<file path="src/rtl/uart_cfg_pkg.sv">
`default_nettype none
// +----------------------------------------------------------------------------+
// | uart_cfg_pkg : register map, FSM encodings and step-table entry layout     |
// |                shared by uart_cfg_seq and uart_bus_access.                 |
// | Revision     : 1.0                                                         |
// +----------------------------------------------------------------------------+
package uart_cfg_pkg;

  localparam logic [2:0] REG_RBR = 3'd0;
  localparam logic [2:0] REG_THR = 3'd0;
  localparam logic [2:0] REG_DLL = 3'd0;
  localparam logic [2:0] REG_IER = 3'd1;
  localparam logic [2:0] REG_DLM = 3'd1;
  localparam logic [2:0] REG_FCR = 3'd2;
  localparam logic [2:0] REG_LCR = 3'd3;
  localparam logic [2:0] REG_MCR = 3'd4;
  localparam logic [2:0] REG_LSR = 3'd5;
  localparam logic [2:0] REG_MSR = 3'd6;
  localparam logic [2:0] REG_SCR = 3'd7;

  localparam logic [7:0] LCR_DLAB = 8'h80;

  // Bits that survive a readback of each register on a 16550/16750
  localparam logic [7:0] LCR_RB_MASK = 8'h7F;
  localparam logic [7:0] MCR_RB_MASK = 8'h1F;
  localparam logic [7:0] IER_RB_MASK = 8'h0F;

  typedef enum logic [1:0] {
    ACC_IDLE   = 2'd0,
    ACC_SETUP  = 2'd1,
    ACC_STROBE = 2'd2,
    ACC_HOLD   = 2'd3
  } acc_state_e;

  typedef enum logic [1:0] {
    SEQ_IDLE = 2'd0,
    SEQ_RUN  = 2'd1,
    SEQ_DONE = 2'd2
  } seq_state_e;

  typedef struct packed {
    logic       rd;
    logic [2:0] addr;
    logic [7:0] data;
  } step_t;

  function automatic step_t mk_step(input logic rd, input logic [2:0] addr,
                                    input logic [7:0] data);
    step_t s;
    s.rd   = rd;
    s.addr = addr;
    s.data = data;
    return s;
  endfunction

endpackage
`default_nettype wire

</file>
<file path="src/rtl/uart_cfg_seq_if.sv">
`default_nettype none
// +----------------------------------------------------------------------------+
// | uart_cfg_seq_if : cs/wr/rd/a/din/dout register bus towards uart_16750.     |
// | Revision        : 1.0                                                      |
// +----------------------------------------------------------------------------+
interface uart_cfg_seq_if;
  logic       uart_cs;
  logic       uart_wr;
  logic       uart_rd;
  logic [2:0] uart_a;
  logic [7:0] uart_dout;
  logic [7:0] uart_din;

  modport master (
    output uart_cs, uart_wr, uart_rd, uart_a, uart_dout,
    input  uart_din
  );

  modport slave (
    input  uart_cs, uart_wr, uart_rd, uart_a, uart_dout,
    output uart_din
  );
endinterface
`default_nettype wire

</file>
<file path="src/rtl/uart_bus_access.sv">
`default_nettype none
// +----------------------------------------------------------------------------+
// | uart_bus_access : one SETUP/STROBE/HOLD register access per request;       |
// |                   captures read data when UART_CFG_READBACK_EN is defined. |
// | Revision        : 1.0                                                      |
// +----------------------------------------------------------------------------+
module uart_bus_access
  import uart_cfg_pkg::*;
#(
  parameter int SETUP_CYCLES  = 1,
  parameter int STROBE_CYCLES = 1
) (
  input  logic           clk,
  input  logic           rst,
  input  logic           req_i,
  input  logic           rd_nwr_i,
  input  logic [2:0]     addr_i,
  input  logic [7:0]     data_i,
  output logic           hold_o,
`ifdef UART_CFG_READBACK_EN
  output logic [7:0]     rdata_o,
`endif
  uart_cfg_seq_if.master bus
);

  localparam logic [3:0] C_SETUP_LAST  = 4'(SETUP_CYCLES - 1);
  localparam logic [3:0] C_STROBE_LAST = 4'(STROBE_CYCLES - 1);

  acc_state_e state_q, state_d;
  logic [3:0] cnt_q, cnt_d;
  logic       rd_nwr_q, rd_nwr_d;
  logic [2:0] a_q, a_d;
  logic [7:0] dout_q, dout_d;
  logic       cs_q;
  logic       wr_q;

  // A request is taken in IDLE or in HOLD, so back-to-back accesses add no gap
  always_comb begin
    state_d  = state_q;
    cnt_d    = cnt_q;
    rd_nwr_d = rd_nwr_q;
    a_d      = a_q;
    dout_d   = dout_q;
    case (state_q)
      ACC_IDLE, ACC_HOLD: begin
        if (req_i) begin
          state_d  = ACC_SETUP;
          cnt_d    = C_SETUP_LAST;
          rd_nwr_d = rd_nwr_i;
          a_d      = addr_i;
          if (!rd_nwr_i) dout_d = data_i;
        end else if (state_q == ACC_HOLD) begin
          state_d = ACC_IDLE;
        end
      end
      ACC_SETUP: begin
        if (cnt_q == '0) begin
          state_d = ACC_STROBE;
          cnt_d   = C_STROBE_LAST;
        end else begin
          cnt_d = cnt_q - 4'd1;
        end
      end
      ACC_STROBE: begin
        if (cnt_q == '0) state_d = ACC_HOLD;
        else             cnt_d   = cnt_q - 4'd1;
      end
      default: state_d = ACC_IDLE;
    endcase
  end

  always_ff @(posedge clk) begin
    if (rst) begin
      state_q  <= ACC_IDLE;
      cnt_q    <= '0;
      rd_nwr_q <= 1'b0;
      a_q      <= '0;
      dout_q   <= '0;
      cs_q     <= 1'b0;
      wr_q     <= 1'b0;
    end else begin
      state_q  <= state_d;
      cnt_q    <= cnt_d;
      rd_nwr_q <= rd_nwr_d;
      a_q      <= a_d;
      dout_q   <= dout_d;
      cs_q     <= (state_d == ACC_SETUP) || (state_d == ACC_STROBE);
      wr_q     <= (state_d == ACC_STROBE) && !rd_nwr_d;
    end
  end

`ifdef UART_CFG_READBACK_EN
  logic       rd_q;
  logic [7:0] rdata_q;

  always_ff @(posedge clk) begin
    if (rst) begin
      rd_q    <= 1'b0;
      rdata_q <= '0;
    end else begin
      rd_q <= (state_d == ACC_STROBE) && rd_nwr_d;
      if (state_q == ACC_STROBE && cnt_q == '0) rdata_q <= bus.uart_din;
    end
  end

  assign bus.uart_rd = rd_q;
  assign rdata_o     = rdata_q;
`else
  assign bus.uart_rd = 1'b0;
`endif

  assign bus.uart_cs   = cs_q;
  assign bus.uart_wr   = wr_q;
  assign bus.uart_a    = a_q;
  assign bus.uart_dout = dout_q;
  assign hold_o        = (state_q == ACC_HOLD);

endmodule
`default_nettype wire

</file>
<file path="src/rtl/uart_cfg_seq.sv">
`default_nettype none
// +----------------------------------------------------------------------------+
// | uart_cfg_seq : power-up / reconfiguration write program for a 16550/16750. |
// |                Define UART_CFG_READBACK_EN to append LCR/MCR/IER readback. |
// | Revision     : 1.0                                                         |
// +----------------------------------------------------------------------------+
module uart_cfg_seq
  import uart_cfg_pkg::*;
#(
  parameter logic [15:0] DIVISOR       = 16'd17,
  parameter logic [7:0]  LCR_VAL       = 8'h03,
  parameter logic [7:0]  FCR_VAL       = 8'h81,
  parameter logic [7:0]  MCR_VAL       = 8'h00,
  parameter logic [7:0]  IER_VAL       = 8'h01,
  parameter int          SETUP_CYCLES  = 1,
  parameter int          STROBE_CYCLES = 1,
  parameter bit          AUTO_START    = 1'b1
) (
  input  logic           clk,
  input  logic           rst,
  input  logic           start,
  output logic           busy,
  output logic           done,
  output logic           err,
  uart_cfg_seq_if.master bus
);

`ifdef UART_CFG_READBACK_EN
  localparam logic [3:0] C_LAST_STEP = 4'd9;
`else
  localparam logic [3:0] C_LAST_STEP = 4'd6;
`endif

  seq_state_e state_q, state_d;
  logic [3:0] step_q, step_d;
  logic       auto_q, auto_d;
  logic       busy_q;
  logic       done_q;
  logic       go;
  logic       req;
  logic       acc_hold;
  step_t      req_entry;

  // For reads the data field carries the expected readback value
  function automatic step_t step_entry(input logic [3:0] idx);
    case (idx)
      4'd0:    return mk_step(1'b0, REG_LCR, LCR_VAL | LCR_DLAB);
      4'd1:    return mk_step(1'b0, REG_DLL, DIVISOR[7:0]);
      4'd2:    return mk_step(1'b0, REG_DLM, DIVISOR[15:8]);
      4'd3:    return mk_step(1'b0, REG_LCR, LCR_VAL & ~LCR_DLAB);
      4'd4:    return mk_step(1'b0, REG_FCR, FCR_VAL);
      4'd5:    return mk_step(1'b0, REG_MCR, MCR_VAL);
      4'd6:    return mk_step(1'b0, REG_IER, IER_VAL);
`ifdef UART_CFG_READBACK_EN
      4'd7:    return mk_step(1'b1, REG_LCR, LCR_VAL & LCR_RB_MASK);
      4'd8:    return mk_step(1'b1, REG_MCR, MCR_VAL & MCR_RB_MASK);
      4'd9:    return mk_step(1'b1, REG_IER, IER_VAL & IER_RB_MASK);
`endif
      default: return mk_step(1'b0, REG_IER, IER_VAL);
    endcase
  endfunction

  always_comb begin
    state_d = state_q;
    step_d  = step_q;
    auto_d  = auto_q;
    req     = 1'b0;
    go      = 1'b0;
    case (state_q)
      SEQ_IDLE: go = start || auto_q;
      SEQ_DONE: go = start;
      SEQ_RUN: begin
        if (acc_hold) begin
          if (step_q == C_LAST_STEP) begin
            state_d = SEQ_DONE;
          end else begin
            req    = 1'b1;
            step_d = step_q + 4'd1;
          end
        end
      end
      default: state_d = SEQ_IDLE;
    endcase
    if (go) begin
      req     = 1'b1;
      step_d  = '0;
      state_d = SEQ_RUN;
      auto_d  = 1'b0;
    end
  end

  assign req_entry = step_entry(step_d);

  always_ff @(posedge clk) begin
    if (rst) begin
      state_q <= SEQ_IDLE;
      step_q  <= '0;
      auto_q  <= AUTO_START;
      busy_q  <= 1'b0;
      done_q  <= 1'b0;
    end else begin
      state_q <= state_d;
      step_q  <= step_d;
      auto_q  <= auto_d;
      busy_q  <= (state_d == SEQ_RUN);
      done_q  <= (state_d == SEQ_DONE);
    end
  end

  assign busy = busy_q;
  assign done = done_q;

`ifdef UART_CFG_READBACK_EN
  logic [7:0] rdata;
  logic       err_q, err_d;
  step_t      cur_entry;

  assign cur_entry = step_entry(step_q);

  // Captured read data is valid during the HOLD cycle of a read step
  always_comb begin
    err_d = err_q;
    if (go) begin
      err_d = 1'b0;
    end else if (state_q == SEQ_RUN && acc_hold && cur_entry.rd &&
                 rdata != cur_entry.data) begin
      err_d = 1'b1;
    end
  end

  always_ff @(posedge clk) begin
    if (rst) err_q <= 1'b0;
    else     err_q <= err_d;
  end

  assign err = err_q;
`else
  assign err = 1'b0;
`endif

  uart_bus_access #(
    .SETUP_CYCLES  (SETUP_CYCLES),
    .STROBE_CYCLES (STROBE_CYCLES)
  ) u_access (
    .clk      (clk),
    .rst      (rst),
    .req_i    (req),
    .rd_nwr_i (req_entry.rd),
    .addr_i   (req_entry.addr),
    .data_i   (req_entry.data),
    .hold_o   (acc_hold),
`ifdef UART_CFG_READBACK_EN
    .rdata_o  (rdata),
`endif
    .bus      (bus)
  );

endmodule
`default_nettype wire
</file>
<file path="src/flat_wrapper.sv">
// flat-port wrapper written by rule: the top's interface ports become plain ports
module uart_cfg_seq_flat import uart_cfg_pkg::*;
#(
  parameter logic [15:0] DIVISOR       = 16'd17,
  parameter logic [7:0]  LCR_VAL       = 8'h03,
  parameter logic [7:0]  FCR_VAL       = 8'h81,
  parameter logic [7:0]  MCR_VAL       = 8'h00,
  parameter logic [7:0]  IER_VAL       = 8'h01,
  parameter int          SETUP_CYCLES  = 1,
  parameter int          STROBE_CYCLES = 1,
  parameter bit          AUTO_START    = 1'b1
)
  (clk, rst, start, busy, done, err, bus_uart_cs, bus_uart_wr, bus_uart_rd, bus_uart_a, bus_uart_dout, bus_uart_din);
  uart_cfg_seq_if bus_i ();
  input  logic clk;
  input  logic rst;
  input  logic start;
  output logic busy;
  output logic done;
  output logic err;
  output wire logic [$bits(bus_i.uart_cs)-1:0] bus_uart_cs;
  output wire logic [$bits(bus_i.uart_wr)-1:0] bus_uart_wr;
  output wire logic [$bits(bus_i.uart_rd)-1:0] bus_uart_rd;
  output wire logic [$bits(bus_i.uart_a)-1:0] bus_uart_a;
  output wire logic [$bits(bus_i.uart_dout)-1:0] bus_uart_dout;
  input wire logic [$bits(bus_i.uart_din)-1:0] bus_uart_din;
  assign bus_uart_cs = bus_i.uart_cs;
  assign bus_uart_wr = bus_i.uart_wr;
  assign bus_uart_rd = bus_i.uart_rd;
  assign bus_uart_a = bus_i.uart_a;
  assign bus_uart_dout = bus_i.uart_dout;
  assign bus_i.uart_din = bus_uart_din;
  uart_cfg_seq #(.DIVISOR(DIVISOR), .LCR_VAL(LCR_VAL), .FCR_VAL(FCR_VAL), .MCR_VAL(MCR_VAL), .IER_VAL(IER_VAL), .SETUP_CYCLES(SETUP_CYCLES), .STROBE_CYCLES(STROBE_CYCLES), .AUTO_START(AUTO_START)) u_core (.clk(clk), .rst(rst), .start(start), .busy(busy), .done(done), .err(err), .bus(bus_i));
endmodule
</file>
<file path="config.mk">
export PLATFORM = sky130hd
export DESIGN_NAME = uart_cfg_seq_flat
export DESIGN_NICKNAME = d
export VERILOG_FILES = /design/src/rtl/uart_cfg_pkg.sv /design/src/rtl/uart_cfg_seq_if.sv /design/src/rtl/uart_bus_access.sv /design/src/rtl/uart_cfg_seq.sv /design/src/flat_wrapper.sv
export SDC_FILE = /design/constraint.sdc
export NUM_CORES = 1
export LEC_CHECK = 0
export BUFFER_PORTS_ARGS = -buffer_cell sky130_fd_sc_hd__buf_2
export CAP_MARGIN = 25
export CORE_UTILIZATION = 40
export CTS_CLUSTER_DIAMETER = 50
export CTS_CLUSTER_SIZE = 30
export DETAILED_ROUTE_END_ITERATION = 16
export HOLD_SLACK_MARGIN = 0.08
export PLACE_DENSITY = 0.62
export SLEW_MARGIN = 20
export SYNTH_ARGS = -nofsm -noshare
export SYNTH_HDL_FRONTEND = slang
export SYNTH_SLANG_ARGS = --single-unit
</file>
<file path="constraint.sdc">
create_clock -name clk -period 1.9 [get_ports clk]
set_clock_uncertainty 0.05 [all_clocks]
set_input_delay 0.475 -clock clk [delete_from_list [all_inputs] [get_ports clk]]
set_output_delay 0.475 -clock clk [all_outputs]
set_load 0.01 [all_outputs]
</file>
# Word-level counts from Yosys, hierarchy flattened
# Index checks and enable logic that the tools add are counted.
classes:
  addsub: 2
  reduce_logical: 13
  bitwise: 1
  eq_ne: 17
  muxes: 25
op_table:
  columns: ["op", "n"]
  rows:
  - ["$pmux W11 S6", 1]
  - ["$mux W4", 7]
  - ["$mux W2", 7]
  - ["$eq A4 B3 Y1 const B", 3]
  - ["$pmux W4 S3", 1]
  - ["$eq A2 B2 Y1 const B", 5]
  - ["$eq A2 B1 Y1 const B", 4]
  - ["$eq A4 B2 Y1 const B", 2]
  - ["$logic_not A4 Y1", 2]
  - ["$mux W1", 6]
  - ["$pmux W2 S3", 1]
  - ["$add A4 B1 Y4 const B", 1]
  - ["$eq A4 B1 Y1 const B", 1]
  - ["$logic_not A2 Y1", 2]
  - ["$pmux W2 S2", 1]
  - ["$reduce_and A2 Y1", 2]
  - ["$reduce_or A2 Y1", 2]
  - ["$sub A4 B1 Y4 const B", 1]
  - ["$reduce_and A3 Y1", 1]
  - ["$logic_or A1 B1 Y1", 2]
  - ["$ne A2 B1 Y1 const B", 1]
  - ["$ne A2 B2 Y1 const B", 1]
  - ["$pmux W1 S2", 1]
  - ["$logic_and A1 B1 Y1", 1]
  - ["2 further kinds", 2]
totals:
  out_inout_bits: 17
  input_bits: 11
  ff_bits: 29
  word_cells: 70

# Depth between registers and ports, before layout
depth:
  ltp_word: 9
  ltp_mapped: 9
  mapped_depth_nobuf: 9

# Modules after synthesis
# Synthesis repeated with hierarchy kept, for this count alone.
unflattened:
  hier_cells: 170
  hier_area_um2: 1463.9
modules_own_cells:
  columns: ["module", "cells_each", "seq_area_each_um2", "area_each_um2", "n_inst"]
  rows:
  - ["uart_bus_access", 97, 400.4, 909.6, 1]
  - ["uart_cfg_seq", 73, 180.2, 554.3, 1]

# Least setup slack after synthesis
# OpenSTA, ideal clock, no wires.
synth_timing:
  kind: "reg-to-reg"
  startpoint: "register u_core.step_q[0]"
  endpoint: "register u_core.u_access.a_q[2] (netlist: u_core.u_access.bus.uart_a[2])"
  slack_ns: -0.235
  arrival_ns: 2.015
  setup_ns: 0.070
  path_stages_with_launch: 9
  path_cell_list: "dfxtp_1 -> inv_1 -> ha_1 -> and3b_1 -> or3_1 -> o31a_2 -> nand2b_4 -> or4_1 -> a21oi_1"
synth_via:
  elab_chain_len: 7
  word_cells_on_any_way: 18
  cone_classes: "add/sub (1); eq/ne (6); mux (9); reduce/logical (2)"
synth_lines:
  columns: ["item", "line_no", "rtl"]
  rows:
  - ["start: declaration", "uart_cfg_seq.sv:35", "logic [3:0] step_q, step_d;"]
  - ["start signal: assignment", "uart_cfg_seq.sv:103", "step_q <= step_d;"]
  - ["$add A4 B1 Y4 / $eq A4 B3 Y1 (equally long branches)", "uart_cfg_seq.sv:78, uart_cfg_seq.sv:74", null]
  - ["$mux W4", "uart_cfg_seq.sv:74", "if (step_q == C_LAST_STEP) begin"]
  - ["$mux W4", "uart_cfg_seq.sv:73", "if (acc_hold) begin"]
  - ["$mux W4", "uart_cfg_seq.sv:69", "case (state_q)"]
  - ["$mux W4", "uart_cfg_seq.sv:84", "if (go) begin"]
  - ["$eq A4 B3 Y1 (tied with other cells)", "uart_cfg_seq.sv:46", "case (idx)"]
  - ["$pmux W11 S6", "uart_cfg_seq.sv:46", null]
  - ["end signal: assignment", "uart_bus_access.sv:77", "a_q <= '0;"]
  - ["end signal: assignment", "uart_bus_access.sv:85", "a_q <= a_d;"]
  - ["end: declaration", "uart_bus_access.sv:32", "logic [2:0] a_q, a_d;"]
# Parallel ways exist; a longest one is shown, timed or not.
# A chain may end at the register's enable or synchronous reset.

# Worst setup path in the final report
# Same ends and word-level chain as after synthesis.

==> summary.txt <==
Antenna violations before repair: 0
Crit path launch: u_core.step_q[0]
Worst EP required: 2110 ps
R2R depth: 8
Clk_lat worst skew: 310 ps
CTS tree: done
Async set-reset flop share out of synthesis: 0%
Failing checks: setup timing
Area share of the largest cell type after synthesis: 38.0%
Seq/Total Area, Yosys: 38.0%
Netlist Area Pre-Place: 1320 um2
Detailed-route via count: 1234
Met2 Use GR: 33.9%
CTS Buf Count: 3
First-pass GRT wire length: 4690 um
Final period utilization: 110%
Clk sinks: 25
Worst flop-to-flop path startpoint: u_core.step_q[0]
HPWL after DPL: 2200 um
Power Density: 866 nW/um2
Status: finished, violations left
IO buf count: 13
Count leader, synth: dfxtp_1
Pleak: 0.000806 uW
Clock tree buffer depth: 2
Met1 usage: 19.3%
VDD IR max: 425 uV
PnR worst setup slack: -181 ps
Share of cells above drive strength 1: 36.3%
Worst setup endpoint: u_core.u_access.bus.uart_a[2]
Critical Path Sink Type: flop
Met3 GRT Util: 1.97%
Finished Cell Area: 1770 um2
Most common library cells after synthesis: 25 x dfxtp_1, 24 x nor2_1, 16 x a21oi_1
Syn. warnings: 0
CP max FO: 3
Syn Area/Cell: 8.44 um2
DRT Wirelength: 2960 um
Final Hold Fails: 0
CP Data Arrival Time: 2290 ps
Hold buffers post-CTS: 0
Area after DPL: 1660 um2
CP peak stage delay: 480 ps
Router iterations before antenna repair: 4
Startpoint types: flop
GPL Wtd Cong: 0.821
Wirelength per Cell: 11.9 um
Yosys cell types: 34
Synth area leaders: dfxtp_1 38%, ha_1 7.6%, nor2_1 6.8%
Post-synth EDFFs: 0
Final Setup Violations: 8
Final min period: 2080 ps
Peak Freq: 0.480 GHz
Largest area contributor in the netlist: dfxtp_1
GRT overflow: 0
Vias/cell: 4.98
IO Pins: 28
# diodes: 0
Die area: 3520 um2
Starting DRT DRC Count: 45
Crit path kind: reg -> reg
FF-to-FF End: u_core.u_access.bus.uart_a[2]
WHS: 396 ps
DRC Markers: 0
Maxcap violations: 0
ANT nets after route: 0
Root Buffer: clkbuf_4
Initial Utilization: 42.8%
Top FF cell, synth: dfxtp_1
Place WS: -176 ps
H-Tree Depth: 1
Final #Nets: 224
FF-to-FF setup slack: -180 ps
Worst hold path type: reg -> reg
Pin count of the biggest net entering global routing: 26
Vias in the first global route: 1134
Die Y: 59.4 um
Post-Synthesis Cells: 156
RSZ-0062 raised after global routing: yes
Layer with the highest usage: met2
Final slew viol count: 0
Clock Pin Slew Worst Setup and Hold Paths: 130 ps
DIE WIDTH: 59.4 um
CP Cell Sequence: inv_2 > ha_4 > and3b_1 > or3_1 > o31a_2 > nand2b_4 > or4_4 > a21oi_2
Syn-to-layout area delta: 34.2%
Row count: 20
Gr usage total: 17.8%
Core area: 3080 um2
Flip-flop and latch count after synthesis: 25
Layout fillers: 301
Critical path's slowest cell: or4_4
Final core utilization: 57.4%
-- report_power, final --
| part | switching [uW] | total, uW | internal [uW] | leakage [uW] |
|---|---|---|---|---|
| clock | 148 | 230 | 82.0 | 0.0000150 |
| combinational | 320 | 661 | 341 | 0.000585 |
| sequential | 42.1 | 639 | 597 | 0.000206 |
| total | 510 | 1530 | 1020 | 0.000806 |
-- layout make-up --
type | instances | area, um2 | share of cell area (%)
Tap cell | 44 | 55.1 | 3.12
Clock buffer | 4 | 26.3 | 1.49
Inverter | 9 | 33.8 | 1.91
Sequential cell | 25 | 505 | 28.6
Multi-Input combinational cell | 118 | 818 | 46.3
Timing Repair Buffer | 48 | 328 | 18.6
-- routing by layer --
layer,wire length [um],share of wire [%]
met5,0,0
met4,51,1.7
met3,53,1.8
met2,1650,56
met1,1200,41
-- sequential cells by signal, summed over array words and instances (netlist names), 2 cells and up --
| signal | flops |
|---|---|
| u_core.step_q | 4 |
| u_core.u_access.cnt_q | 4 |
| u_core.u_access.bus.uart_dout | 4 |
| u_core.u_access.state_q | 2 |
| u_core.u_access.bus.uart_a | 3 |
| u_core.state_q | 2 |
-- worst min path at each step --
stage | slack, ps | startpoint | endpoint | depth (start not counted)
after global placement | 370 | u_core.u_access.rd_nwr_q | u_core.u_access.rd_nwr_q | 2
after detailed placement | 380 | u_core.u_access.rd_nwr_q | u_core.u_access.rd_nwr_q | 2
after global routing | 420 | u_core.u_access.rd_nwr_q | u_core.u_access.rd_nwr_q | 2
after CTS | 400 | u_core.u_access.rd_nwr_q | u_core.u_access.rd_nwr_q | 2
after floorplan | 360 | u_core.u_access.rd_nwr_q | u_core.u_access.rd_nwr_q | 2
final | 400 | u_core.u_access.rd_nwr_q | u_core.u_access.rd_nwr_q | 2
-- placed cells by master, fill, tap and decap left out, drive strengths merged, types with 2 or more instances in the layout --
master  Yosys  final
nand2       8      8
clkbuf      3      4
dfxtp      25     25
a21oi      16     16
ha          8      8
nand2b      2      2
nand3b      4      4
or4         2      2
nor3b       2      2
nor2b       7      7
mux2i       2      2
and3b       3      3
a211oi      3      3
nor2       24     24
inv         9      9
a21o        3      3
a22o        2      2
nand3       2      2
conb        1      6
buf         6     48
or3         3      3
nor3        5      5
o21ai       7      7
-- critical path: cells and delay by family (launching register included) --
kind | cells | cell delay (ps)
simple gates | 4 | 1160
fa+ha+maj | 1 | 150
compound gates | 2 | 250
buf+inv | 1 | 50
flops | 1 | 350
-- through the flow --
step,power [uW],setup TNS (ps),std cells
floorplan,966,-150,161
global placement,1250,-566,242
detailed placement,1270,-763,242
CTS,1520,-496,247
global route,1660,-1620,248
finish,1530,-529,248
-- cell families (layout without fill, tap and decap cells) --
group                    after synthesis  after routing  share of synthesized area [%]
AND/OR/NAND/NOR                       65             65                           26.6
adder cells (fa/ha/maj)                8              8                           7.60
buffers and inverters                 18             61                           6.84
AO/OA/AOI/OAI                         36             36                           18.3
other                                  1              6                          0.285
multiplexers                           3              3                           2.38
flip-flops                            25             25                           38.0
-- repair_timing --
| action | 4_1_cts | 5_1_grt |
|---|---|---|
| pin swaps | 7 | 2 |
| gates resized for setup | 10 | 10 |
| buffers inserted | 1 | 1 |
| setup endpoints to repair | 11 | 11 |
Note: power is estimated with default switching activity, not from simulation.
